## src/rtl/instr_decode_if.sv

```systemverilog
// Bus between program memory / sequencer and the instr_decode stage.
// Carries the instruction word in, and loop-setup plus FIR datapath controls out.
interface instr_decode_if #(
    parameter int PW = 16
);
    logic [31:0]   instr;
    logic          loop_we;
    logic [11:0]   loop_iter;
    logic [11:0]   loop_size;
    logic          mac_en;
    logic          acc_clr;
    logic          out_we;
    logic [PW-1:0] coef_addr;
    logic [PW-1:0] samp_addr;
    logic          halted;
    logic [1:0]    err;

    modport master (
        output instr,
        input  loop_we, loop_iter, loop_size, mac_en, acc_clr, out_we,
        input  coef_addr, samp_addr, halted, err
    );

    modport slave (
        input  instr,
        output loop_we, loop_iter, loop_size, mac_en, acc_clr, out_we,
        output coef_addr, samp_addr, halted, err
    );
endinterface

```

## src/rtl/instr_decode.sv

```systemverilog
// FIR program decode stage: combinational loop setup, registered MAC/CLR/STORE pulses,
// coefficient and sample address generators. Define CIRC_ADDR_EN for circular sample addressing.
module instr_decode #(
    parameter int PW  = 16,
    parameter int OPW = 4
) (
    input  logic          clk,
    input  logic          reset,
    instr_decode_if.slave bus
);

    typedef enum logic {
        S_RUN  = 1'b0,
        S_HALT = 1'b1
    } state_e;

    localparam logic [OPW-1:0] OP_NOP   = OPW'(4'h0);
    localparam logic [OPW-1:0] OP_LOOP  = OPW'(4'h1);
    localparam logic [OPW-1:0] OP_SETP  = OPW'(4'h2);
    localparam logic [OPW-1:0] OP_SETL  = OPW'(4'h3);
    localparam logic [OPW-1:0] OP_MAC   = OPW'(4'h4);
    localparam logic [OPW-1:0] OP_CLR   = OPW'(4'h5);
    localparam logic [OPW-1:0] OP_STORE = OPW'(4'h6);
    localparam logic [OPW-1:0] OP_HALT  = OPW'(4'h7);

    state_e        state_q, state_d;
    logic          mac_en_q, mac_en_d;
    logic          acc_clr_q, acc_clr_d;
    logic          out_we_q, out_we_d;
    logic [1:0]    err_q, err_d;
    // Pointers run one MAC ahead of the presented operand addresses.
    logic [PW-1:0] coef_ptr_q, coef_ptr_d;
    logic [PW-1:0] coef_addr_q, coef_addr_d;
    logic [PW-1:0] samp_ptr_q, samp_ptr_d;
    logic [PW-1:0] samp_addr_q, samp_addr_d;
`ifdef CIRC_ADDR_EN
    logic [PW-1:0] samp_base_q, samp_base_d;
    logic [PW-1:0] samp_len_q, samp_len_d;
`endif

    logic [OPW-1:0] opcode;
    logic [PW-1:0]  imm;
    logic [PW-1:0]  samp_next;
    logic           loop_we_c;
    logic           unused_instr_bits;

    assign opcode            = bus.instr[31:32-OPW];
    assign imm               = PW'(bus.instr[15:0]);
    assign unused_instr_bits = ^bus.instr[26:24];

`ifdef CIRC_ADDR_EN
    always_comb begin
        samp_next = samp_ptr_q + PW'(1);
        if (samp_len_q != '0 && samp_ptr_q == samp_base_q + samp_len_q - PW'(1)) begin
            samp_next = samp_base_q;
        end
    end
`else
    assign samp_next = samp_ptr_q + PW'(1);
`endif

    always_comb begin
        // NOTE: every signal gets a default here so no path through the case infers a latch.
        state_d     = state_q;
        mac_en_d    = 1'b0;
        acc_clr_d   = 1'b0;
        out_we_d    = 1'b0;
        err_d       = err_q;
        coef_ptr_d  = coef_ptr_q;
        coef_addr_d = coef_ptr_q;
        samp_ptr_d  = samp_ptr_q;
        samp_addr_d = samp_ptr_q;
        loop_we_c   = 1'b0;
`ifdef CIRC_ADDR_EN
        samp_base_d = samp_base_q;
        samp_len_d  = samp_len_q;
`endif

        if (state_q == S_RUN) begin
            case (opcode)
                OP_NOP: ;
                OP_LOOP: begin
                    loop_we_c = 1'b1;
                    if (bus.instr[23:12] == 12'd0) err_d[1] = 1'b1;
                end
                OP_SETP: begin
                    if (bus.instr[27]) begin
                        samp_ptr_d  = imm;
                        samp_addr_d = imm;
`ifdef CIRC_ADDR_EN
                        samp_base_d = imm;
`endif
                    end else begin
                        // The coefficient base has no later use, so the pointer alone holds it.
                        coef_ptr_d  = imm;
                        coef_addr_d = imm;
                    end
                end
                OP_SETL: begin
`ifdef CIRC_ADDR_EN
                    if (bus.instr[27]) samp_len_d = imm;
`endif
                end
                OP_MAC: begin
                    mac_en_d   = 1'b1;
                    coef_ptr_d = coef_ptr_q + PW'(1);
                    samp_ptr_d = samp_next;
                end
                OP_CLR:   acc_clr_d = 1'b1;
                OP_STORE: out_we_d  = 1'b1;
                OP_HALT:  state_d   = S_HALT;
                default:  err_d[0]  = 1'b1;
            endcase
        end
    end

    // NOTE: state updates use non-blocking assignments so every register samples pre-edge values.
    always_ff @(posedge clk or negedge reset) begin
        if (!reset) begin
            state_q     <= S_RUN;
            mac_en_q    <= 1'b0;
            acc_clr_q   <= 1'b0;
            out_we_q    <= 1'b0;
            err_q       <= '0;
            coef_ptr_q  <= '0;
            coef_addr_q <= '0;
            samp_ptr_q  <= '0;
            samp_addr_q <= '0;
`ifdef CIRC_ADDR_EN
            samp_base_q <= '0;
            samp_len_q  <= '0;
`endif
        end else begin
            state_q     <= state_d;
            mac_en_q    <= mac_en_d;
            acc_clr_q   <= acc_clr_d;
            out_we_q    <= out_we_d;
            err_q       <= err_d;
            coef_ptr_q  <= coef_ptr_d;
            coef_addr_q <= coef_addr_d;
            samp_ptr_q  <= samp_ptr_d;
            samp_addr_q <= samp_addr_d;
`ifdef CIRC_ADDR_EN
            samp_base_q <= samp_base_d;
            samp_len_q  <= samp_len_d;
`endif
        end
    end

    // Loop setup must not reach the sequencer while reset holds the block.
    assign bus.loop_we   = reset && loop_we_c;
    assign bus.loop_iter = bus.instr[23:12];
    assign bus.loop_size = bus.instr[11:0];
    assign bus.mac_en    = mac_en_q;
    assign bus.acc_clr   = acc_clr_q;
    assign bus.out_we    = out_we_q;
    assign bus.coef_addr = coef_addr_q;
    assign bus.samp_addr = samp_addr_q;
    assign bus.halted    = (state_q == S_HALT);
    assign bus.err       = err_q;

endmodule

```

## src/flat_wrapper.sv

```systemverilog
// flat-port wrapper written by rule: the top's interface ports become plain ports
module instr_decode_flat 
#(
    parameter int PW  = 16,
    parameter int OPW = 4
)
  (clk, reset, bus_instr, bus_loop_we, bus_loop_iter, bus_loop_size, bus_mac_en, bus_acc_clr, bus_out_we, bus_coef_addr, bus_samp_addr, bus_halted, bus_err);
  instr_decode_if #(.PW(PW)) bus_i ();
  input  logic clk;
  input  logic reset;
  input wire logic [$bits(bus_i.instr)-1:0] bus_instr;
  output wire logic [$bits(bus_i.loop_we)-1:0] bus_loop_we;
  output wire logic [$bits(bus_i.loop_iter)-1:0] bus_loop_iter;
  output wire logic [$bits(bus_i.loop_size)-1:0] bus_loop_size;
  output wire logic [$bits(bus_i.mac_en)-1:0] bus_mac_en;
  output wire logic [$bits(bus_i.acc_clr)-1:0] bus_acc_clr;
  output wire logic [$bits(bus_i.out_we)-1:0] bus_out_we;
  output wire logic [$bits(bus_i.coef_addr)-1:0] bus_coef_addr;
  output wire logic [$bits(bus_i.samp_addr)-1:0] bus_samp_addr;
  output wire logic [$bits(bus_i.halted)-1:0] bus_halted;
  output wire logic [$bits(bus_i.err)-1:0] bus_err;
  assign bus_i.instr = bus_instr;
  assign bus_loop_we = bus_i.loop_we;
  assign bus_loop_iter = bus_i.loop_iter;
  assign bus_loop_size = bus_i.loop_size;
  assign bus_mac_en = bus_i.mac_en;
  assign bus_acc_clr = bus_i.acc_clr;
  assign bus_out_we = bus_i.out_we;
  assign bus_coef_addr = bus_i.coef_addr;
  assign bus_samp_addr = bus_i.samp_addr;
  assign bus_halted = bus_i.halted;
  assign bus_err = bus_i.err;
  instr_decode #(.PW(PW), .OPW(OPW)) u_core (.clk(clk), .reset(reset), .bus(bus_i));
endmodule
```

## config.mk

```make
export PLATFORM = sky130hd
export DESIGN_NAME = instr_decode_flat
export DESIGN_NICKNAME = d
export VERILOG_FILES = /design/src/rtl/instr_decode_if.sv /design/src/rtl/instr_decode.sv /design/src/flat_wrapper.sv
export SDC_FILE = /design/constraint.sdc
export NUM_CORES = 1
export LEC_CHECK = 0
export ABC_AREA = 1
export CAP_MARGIN = 20
export CORE_MARGIN = 3
export CORE_UTILIZATION = 51
export CTS_CLUSTER_SIZE = 40
export DETAILED_ROUTE_END_ITERATION = 10
export MAX_ROUTING_LAYER = met4
export PLACE_DENSITY = 0.81
export SYNTH_ARGS = -nofsm -noshare
export SYNTH_HDL_FRONTEND = slang
export SYNTH_SLANG_ARGS = --single-unit
export TNS_END_PERCENT = 5
```

## constraint.sdc

```tcl
create_clock -name clk -period 1.59 [get_ports clk]
set_input_delay 0.159 -clock clk [delete_from_list [all_inputs] [get_ports clk]]
set_output_delay 0.159 -clock clk [all_outputs]
set_load 0.1 [all_outputs]
```

; ---- Word level (Yosys, flattened, before mapping)
; Cells that the tools add are included.
[word_totals]
ff_bits = 70
in_bits = 34
[op_classes]
n_bitwise = 2
n_eq_ne = 7
mux = 18
reduce_logical = 8
addsub = 2
[ops]
columns = cell, n
row1 = $mux W16, 6
row2 = $pmux W16 S2, 2
row3 = $add A16 B1 Y16 const B, 2
row4 = $eq A4 B3 Y1 const B, 4
row5 = $logic_not A12 Y1, 1
row6 = $mux W1, 10
row7 = $eq A4 B2 Y1 const B, 2
row8 = $reduce_or A8 Y1, 1
row9 = $eq A4 B1 Y1 const B, 1
row10 = $logic_not A4 Y1, 1
row11 = $reduce_and A2 Y1, 2
row12 = $reduce_and A3 Y1, 1
row13 = $not A1 Y1, 2
row14 = $reduce_bool A2 Y1, 1
row15 = $logic_and A1 B1 Y1, 1

; ---- Longest topological paths before layout
; Gate-level depths: netlist of the first run.
[logic_depth]
ltp_word = 4
depth_mapped = 10

; ---- Least setup slack after synthesis of the first run
; OpenSTA, ideal clock, no wires.
[synth_timing]
path_type = flip-flop to output port
from = register u_core.state_q (netlist: u_core.bus.halted)
to = output bus_loop_we
arrival_time_ns = 3.403
path_stages_with_launch = 4
t_required_ns = 1.431
n_path_buf = 0
slack_ns = -1.972
path_cell_list = dfrtp_1 > inv_2 > nand3_1 > nor3b_1
[synth_between]
elab_chain_cells = 2
[synth_rtl]
columns = item, line
row1 = "start, declared", instr_decode.sv:26  ; state_e state_q, state_d;
row2 = "start signal, assigned", instr_decode.sv:134  ; state_q <= state_d;
row3 = $mux W1, instr_decode.sv:79  ; if (state_q == S_RUN) begin
row4 = $logic_and A1 B1 Y1, instr_decode.sv:151  ; assign bus.loop_we = reset && loop_we_c;
row5 = "end, declared", flat_wrapper.sv:12  ; output wire logic [$bits(bus_i.loop_we)-1:0] bus_loop_we;
; No other way between the ends.

; ---- Worst setup path after layout of the first run
; Ends and elaborated chain as after synthesis.

==> results of run 1 <==
==> cell families (layout without fill, tap and decap cells) <==
group,Yosys count,in the layout
xor+xnor,3,3
fa+ha+maj,2,2
compound gates,96,96
mux,1,1
flops,70,70
buf+inv,103,197
simple gates,348,348
==> per-layer routing <==
| metal | global-route usage | vias to the layer above | wire length (um) |
|---|---|---|---|
| met5 | - | - | 0 |
| met4 | 0.0916 | 0 | 327 |
| met3 | 0.0510 | 35 | 862 |
| met2 | 0.442 | 237 | 6180 |
| met1 | 0.331 | 2032 | 4820 |
| li1 | - | 2128 | - |
==> per-stage QoR <==
stage | instance area (sq um) | total power, W | TNS [ns] | util
after floorplan | 4300 | 0.00223 | -0.285 | -
after global placement | 5990 | 0.00253 | -1.62 | 0.756
after detailed placement | 5990 | 0.00255 | -4.31 | 0.756
after CTS | 6220 | 0.00397 | -0.00597 | 0.785
after global routing | 6260 | 0.00410 | -0.544 | 0.790
final | 6260 | 0.00397 | 0 | 0.790
==> state kept, by name, indices dropped and copies added, names as in the netlist <==
register              cells
u_core.bus.halted         1
u_core.bus.mac_en         1
u_core.coef_ptr_q        16
u_core.bus.samp_addr     16
u_core.bus.acc_clr        1
u_core.samp_ptr_q        16
u_core.bus.coef_addr     16
u_core.bus.out_we         1
u_core.bus.err            2
==> Yosys cell counts (all sizes together) <==
library cell,instances,share of area
or2,3,0.0044
inv,55,0.048
ha,2,0.0059
nor3,1,0.0038
a31oi,2,0.0029
nand3b,2,0.0035
buf,39,0.066
nor3b,1,0.0018
xor2,3,0.0062
nor2,80,0.072
nand4,7,0.010
nand3,44,0.052
dfrtp,70,0.41
o21bai,1,0.0018
a31o,1,0.0021
nand2,209,0.19
nor4,1,0.0015
o21ai,84,0.098
mux2i,1,0.0023
o31ai,1,0.0018
clkbuf,9,0.0082
a21oi,7,0.011
==> cells in the final DEF (no fill, tap or decap), types with 2 or more instances in the layout <==
cell                              count
sky130_fd_sc_hd__nand2_1            207
sky130_fd_sc_hd__o21ai_0             77
sky130_fd_sc_hd__buf_12              71
sky130_fd_sc_hd__dfrtp_1             69
sky130_fd_sc_hd__nor2_1              67
sky130_fd_sc_hd__inv_1               52
sky130_fd_sc_hd__nand3_1             43
sky130_fd_sc_hd__clkdlybuf4s50_1     28
sky130_fd_sc_hd__buf_4               26
sky130_fd_sc_hd__nor2_2              12
sky130_fd_sc_hd__clkbuf_8            11
sky130_fd_sc_hd__o21ai_1              7
sky130_fd_sc_hd__nand4_1              7
sky130_fd_sc_hd__a21oi_1              5
sky130_fd_sc_hd__xor2_1               3
sky130_fd_sc_hd__or2_2                3
sky130_fd_sc_hd__inv_2                2
sky130_fd_sc_hd__a31oi_1              2
sky130_fd_sc_hd__nand3b_1             2
sky130_fd_sc_hd__ha_1                 2
sky130_fd_sc_hd__clkbuf_1             2
==> worst max path at each step <==
| stage | endpoint | slack (ns) | cells after the start |
|---|---|---|---|
| after floorplan | bus_loop_we | -0.28 | 3 |
| after global placement | u_core.samp_ptr_q[15] | -0.08 | 8 |
| after detailed placement | u_core.samp_ptr_q[7] | -0.13 | 8 |
| after CTS | bus_loop_we | -0.006 | 4 |
| after global routing | u_core.coef_ptr_q[10] | -0.05 | 10 |
| final | bus_loop_we | 0.02 | 4 |
==> cell type report <==
cell class              count  area share
flip-flops and latches     70       0.280
clock buffers              13      0.0254
repair buffers            128       0.307
inverters                  55      0.0338
well taps                 102      0.0204
multi-input cells         450       0.329
clock inverters             1     0.00479
==> worst max-delay path: stages (launching register included) <==
cell and delay (ns):
sky130_fd_sc_hd__dfrtp_4 0.49, sky130_fd_sc_hd__clkinv_4 0.06, sky130_fd_sc_hd__nand3_4 0.08, sky130_fd_sc_hd__nor3b_4 0.22, sky130_fd_sc_hd__buf_12 0.20
==> timing repair <==
item	CTS	global route
resized for setup	2	16
pin swaps	1	1
hold buffers	1	0
setup endpoints to repair	1	28
setup buffers	3	0
hold endpoints to repair	70	0
==> report_power, final <==
part           leakage, nW  switching [W]  internal, W
sequential           0.898     0.00000154      0.00178
combinational         1.82       0.000463     0.000270
clock               0.0956       0.000658     0.000796
==> results.yml, run 1 <==
outcome:
  outcome: "complete, no violations"
die:
  floorplan_die_area_sq_um: 9500
  starting_density: 0.539
  die_height_um: 97.5
  core_area_sq_um: 7930
  floorplan.io_pins: 97
  num_rows: 32
  die-width_um: 97.5
sta:
  final_critical_path_setup_slack_ns: 0.0218
  grt_setup_unrepaired: "yes"
  worst_pin_slew_ns: 0.377
  layout_worst_path_cycle_share: 0.986
  timing.clock.skew_ns: 0.0124
  worst_slew_margin_rel: 0.749
  setup_viol_count_final: 0
  max_freq_mhz: 638
  finalHoldViolCount: 0
  number_of_pins_with_negative_max_slew_slack_in_the_final_report: 0
  finalCriticalPeriod_ns: 1.57
  worst_hold_slack_ns: 0.376
setup_path:
  worst_ep_arrival_time_ns: 1.41
  path_class: "reg -> out"
  cp-end-kind: "output pin"
  crit_path_start_kind: "flip-flop"
  timing.rr.end: "u_core.bus.coef_addr[5]"
  reg2reg_slack_ns: 0.03
  critPathRequiredTime_ns: 1.43
  timing.critical_path.from: "u_core.bus.halted"
  worst-path-max-fanout: 2
  timing.reg2reg.worst_path_depth: 7
  reg2reg_from: "u_core.bus.halted"
placed_design:
  number_of_cells_after_detailed_placement: 802
  place_ws_ns: -0.132
  gp_congestion: 0.923
  port-buffer-count: 93
  place_hpwl_um: 8970
layout:
  register_area_sq_um: 1760
  fraction_of_layout_instances_using_a_drive_strength_above_1: 0.192
  instances_no_fill: 819
  syn_to_final_growth_pct: 46.7
  finish.net_count: 750
  antenna_cells: 0
  total_of_fill_cells_in_the_finished_design: 520
  multi_input_gate_area_in_the_final_layout_sq_um: 2060
clock_network:
  cts.clk_slew.worst_paths_ns: 0.07
  cts_made_buffers: 9
  tritoncts_num_sinks: 70
  clock_tree_from_tritoncts: "yes"
  worstSkewPairLatency_ns: 0.36
  cts.htree.levels: 3
  cts_buffer_depth: 2
  clock-root-buffer: "sky130_fd_sc_hd__clkbuf_8"
routing:
  final_antenna_net_count: 0
  detail_route.first_pass.iterations: 8
  routed_wire_length_per_instance_um: 14.9
  vias: 4432
  dr.first_iter.drc_count: 411
  post_drt_via_cell_ratio: 5.41
  routed_wirelength_um: 12200
  final_routed_drc_violation_total: 0
power:
  p_leak_nw: 2.82
  power.ir.vdd_worst_mv: 0.410
  power.density_cell_area_nw_per_um2: 634
flow_run:
  drv_cap: 0
grt:
  first_global_vias: 4196
  globalRouteTotalUtil: 0.268
  wire_length_of_the_first_global_routing_pass_um: 20500
  grt_max_degree: 71
  congestion_overflow_gr: 0
  initial_antenna_violation_count: 0
logic_synthesis:
  synth_xor_area_frac: 0.00615
  largest_family_of_logic_cells_by_synthesized_area: "simple AND/OR/NAND/NOR gates"
  synthesis.area_sq_um: 4270
  synth-simple-area-share: 0.335
  post_synth_inst_count: 623
  synth_compound_area_frac: 0.118
  syn_nets: 659
  yosys.cell_types.count: 31
  synth_seq_cells: 70
  syn_area_per_cell_sq_um: 6.85
  yosysWarnings: 0
  synthAdderAreaFrac: 0.00586
  yosysSeqAreaShare: 0.410
  yosys-mux-area-fraction: 0.00234
min_path:
  timing.hold.worst.class: "in -> async"
Note: power is estimated with default switching activity, not from simulation.
==> run 2, diff against run 1 <==
--- a/config.mk
+++ b/config.mk
@@ -5,10 +5,9 @@
 export SDC_FILE = /design/constraint.sdc
 export NUM_CORES = 1
 export LEC_CHECK = 0
-export ABC_AREA = 1
 export CAP_MARGIN = 20
 export CORE_MARGIN = 3
-export CORE_UTILIZATION = 51
+export CORE_UTILIZATION = 49
 export CTS_CLUSTER_SIZE = 40
 export DETAILED_ROUTE_END_ITERATION = 10
 export MAX_ROUTING_LAYER = met4
==> run 2 against run 1 <==
The flow now finishes with violations (negative setup slack); clock skew shrank 0.0041 ns; first-iteration DRC count fell by 3.2%; non-clock buffer count is 55 higher; critical endpoint is now u_core.samp_ptr_q[9]; synthesized area decreased by 14%.
==> results.yml, run 2 <==
outcome:
  outcome: "complete, but fails checks"
  failed_checks: "negative setup slack"
clock_network:
  tritoncts_num_sinks: 70
  cts.clk_slew.worst_paths_ns: 0.08
  clock_tree_from_tritoncts: "yes"
  cts.htree.levels: 3
  cts_made_buffers: 9
  clock-root-buffer: "sky130_fd_sc_hd__clkbuf_8"
  cts_buffer_depth: 2
  worstSkewPairLatency_ns: 0.36
grt:
  initial_antenna_violation_count: 0
  globalRouteTotalUtil: 0.331
  first_global_vias: 4100
  grt_max_degree: 71
  wire_length_of_the_first_global_routing_pass_um: 21400
  congestion_overflow_gr: 0
layout:
  syn_to_final_growth_pct: 68.9
  layout.cells.most_common: "sky130_fd_sc_hd__nand2_1"
  total_of_fill_cells_in_the_finished_design: 331
  final_cell_mix: "sky130_fd_sc_hd__nand2_1 (78), sky130_fd_sc_hd__buf_4 (75), sky130_fd_sc_hd__dfrtp_1 (69)"
  finish.net_count: 591
  fraction_of_layout_instances_using_a_drive_strength_above_1: 0.354
  antenna_cells: 0
sta:
  grt_setup_unrepaired: "yes"
  max_freq_mhz: 504
  worst_hold_slack_ns: 0.338
  finalCriticalPeriod_ns: 1.98
  finalHoldViolCount: 0
  layout_worst_path_cycle_share: 1.25
  worst_pin_slew_ns: 0.457
  final_critical_path_setup_slack_ns: -0.394
  timing.clock.skew_ns: 0.00822
  tns_ns: -7.20
  number_of_pins_with_negative_max_slew_slack_in_the_final_report: 0
  setup_viol_count_final: 55
  worst_slew_margin_rel: 0.693
logic_synthesis:
  yosysSeqAreaShare: 0.476
  syn_area_per_cell_sq_um: 9.08
  ys.flop_type: "sky130_fd_sc_hd__dfrtp_1"
  post_synth_inst_count: 405
  yosysWarnings: 0
  synth_seq_cells: 70
  synth_commonest_cells: "sky130_fd_sc_hd__nand2_1 (78), sky130_fd_sc_hd__dfrtp_1 (70), sky130_fd_sc_hd__buf_4 (25), sky130_fd_sc_hd__o21ai_0 (25), sky130_fd_sc_hd__nor3_1 (18)"
  synth-edff-count: 0
  post-synth-top-count-cell: "sky130_fd_sc_hd__nand2_1"
  syn_nets: 441
  yosys.cell_types.count: 57
  synthTopCellsByArea: "sky130_fd_sc_hd__dfrtp_1 (48%), sky130_fd_sc_hd__nand2_1 (8.0%), sky130_fd_sc_hd__buf_4 (5.1%), sky130_fd_sc_hd__o21ai_0 (3.4%), sky130_fd_sc_hd__mux2i_1 (2.4%)"
  synthesis.area_sq_um: 3680
  yosysTopAreaCellShare: 0.476
  async_reset_ff_frac: 1.00
  yosysTopAreaCell: "sky130_fd_sc_hd__dfrtp_1"
routing:
  detail_route.first_pass.iterations: 6
  final_antenna_net_count: 0
  dr.first_iter.drc_count: 398
  routed_wire_length_per_instance_um: 22.4
  final_routed_drc_violation_total: 0
  post_drt_via_cell_ratio: 6.49
  vias: 4258
  routed_wirelength_um: 14700
die:
  num_rows: 30
  die-width_um: 92.6
  starting_density: 0.524
  die_height_um: 92.6
  floorplan.io_pins: 97
  floorplan_die_area_sq_um: 8580
  core_area_sq_um: 7020
setup_path:
  path_class: "reg -> reg"
  largest_stage_delay_on_the_critical_path_ns: 0.51
  sequence_of_cells_on_the_critical_path: "or3_4, buf_6, a21oi_4, o21ai_0, a211oi_1"
  critPathRequiredTime_ns: 1.82
  worst_ep_arrival_time_ns: 2.21
  crit_path_top_delay_cell: "sky130_fd_sc_hd__dfrtp_4"
  worst-path-max-fanout: 7
  cp-end-kind: "flip-flop"
  crit_path_start_kind: "flip-flop"
power:
  power.density_cell_area_nw_per_um2: 1600
  design_power_total_w: 0.00996
  power.ir.vdd_worst_mv: 1.56
  p_leak_nw: 2.79
placed_design:
  gp_congestion: 0.878
  place_hpwl_um: 9220
  port-buffer-count: 93
  place_ws_ns: -0.561
min_path:
  timing.hold.worst.class: "in -> reg"
flow_run:
  drv_cap: 0
## run 2: critical path, delay by kind of cell, from the launching register on
family | cells | cell delay, ns
compound gates | 3 | 0.81
buf+inv | 1 | 0.15
flops | 1 | 0.51
simple gates | 1 | 0.37
## run 2: final cells by class
cell class                 count  area [sq um]  share of cell area
timing repair buffer         183          2310               0.372
sequential                    70          1760               0.283
multi-input combinational    278          1740               0.280
clock buffer                  10           138              0.0222
tap                           96           120              0.0193
clock inverter                 6          85.1              0.0137
inverter                      13          61.3             0.00987
## run 2: layer usage
layer	up-vias	track usage	routed length, um	share of wire
met4	0	0.160	942	0.064
met2	353	0.564	7390	0.50
li1	1749	-	-	-
met1	2038	0.384	4920	0.33
met3	118	0.0528	1450	0.099
met5	-	-	0	0
## run 2: stage by stage
| step | utilization | cells | cell area, sq um |
|---|---|---|---|
| after floorplan | - | 405 | 3680 |
| after global placement | 0.820 | 636 | 5760 |
| after detailed placement | 0.820 | 636 | 5760 |
| after CTS | 0.869 | 653 | 6100 |
| after global routing | 0.885 | 656 | 6210 |
| final | 0.885 | 656 | 6210 |
## run 2: path summary, 6_finish.rpt
kind,from,end,slack [ns],cells after the start
setup reg to reg,u_core.bus.halted,u_core.samp_ptr_q[9],-0.39,5
setup / recovery,u_core.bus.halted,u_core.samp_ptr_q[9],-0.39,5
hold / removal,bus_instr[31],u_core.bus.err[0],0.34,3
hold reg to reg,u_core.bus.err[1],u_core.bus.err[1],0.54,1
min in group asynchronous,reset,u_core.bus.acc_clr,0.41,3
max in group asynchronous,reset,u_core.samp_ptr_q[1],0.86,3
## run 2: kinds of logic after synthesis
group                    Yosys count  synth area share
AND/OR/NAND/NOR                  173             0.235
AO/OA/AOI/OAI                     91             0.163
flip-flops                        70             0.476
buffers and inverters             57            0.0868
multiplexers                      10            0.0276
XOR/XNOR                           2           0.00476
adder cells (fa/ha/maj)            2           0.00680
## run 2: where the power goes
part           total [W]  internal, W  switching, W
Clock            0.00165     0.000920      0.000729
Combinational    0.00542      0.00197       0.00346
Sequential       0.00289      0.00233      0.000554
Total            0.00996      0.00522       0.00474
## run 2: repair_timing
action / CTS / global route
hold buffers: 1 / 0
hold endpoints to repair: 70 / 0
endpoints found under the setup margin: 56 / 65
pin swaps: 11 / 7
gates resized for setup: 24 / 23
setup buffers: 0 / 3
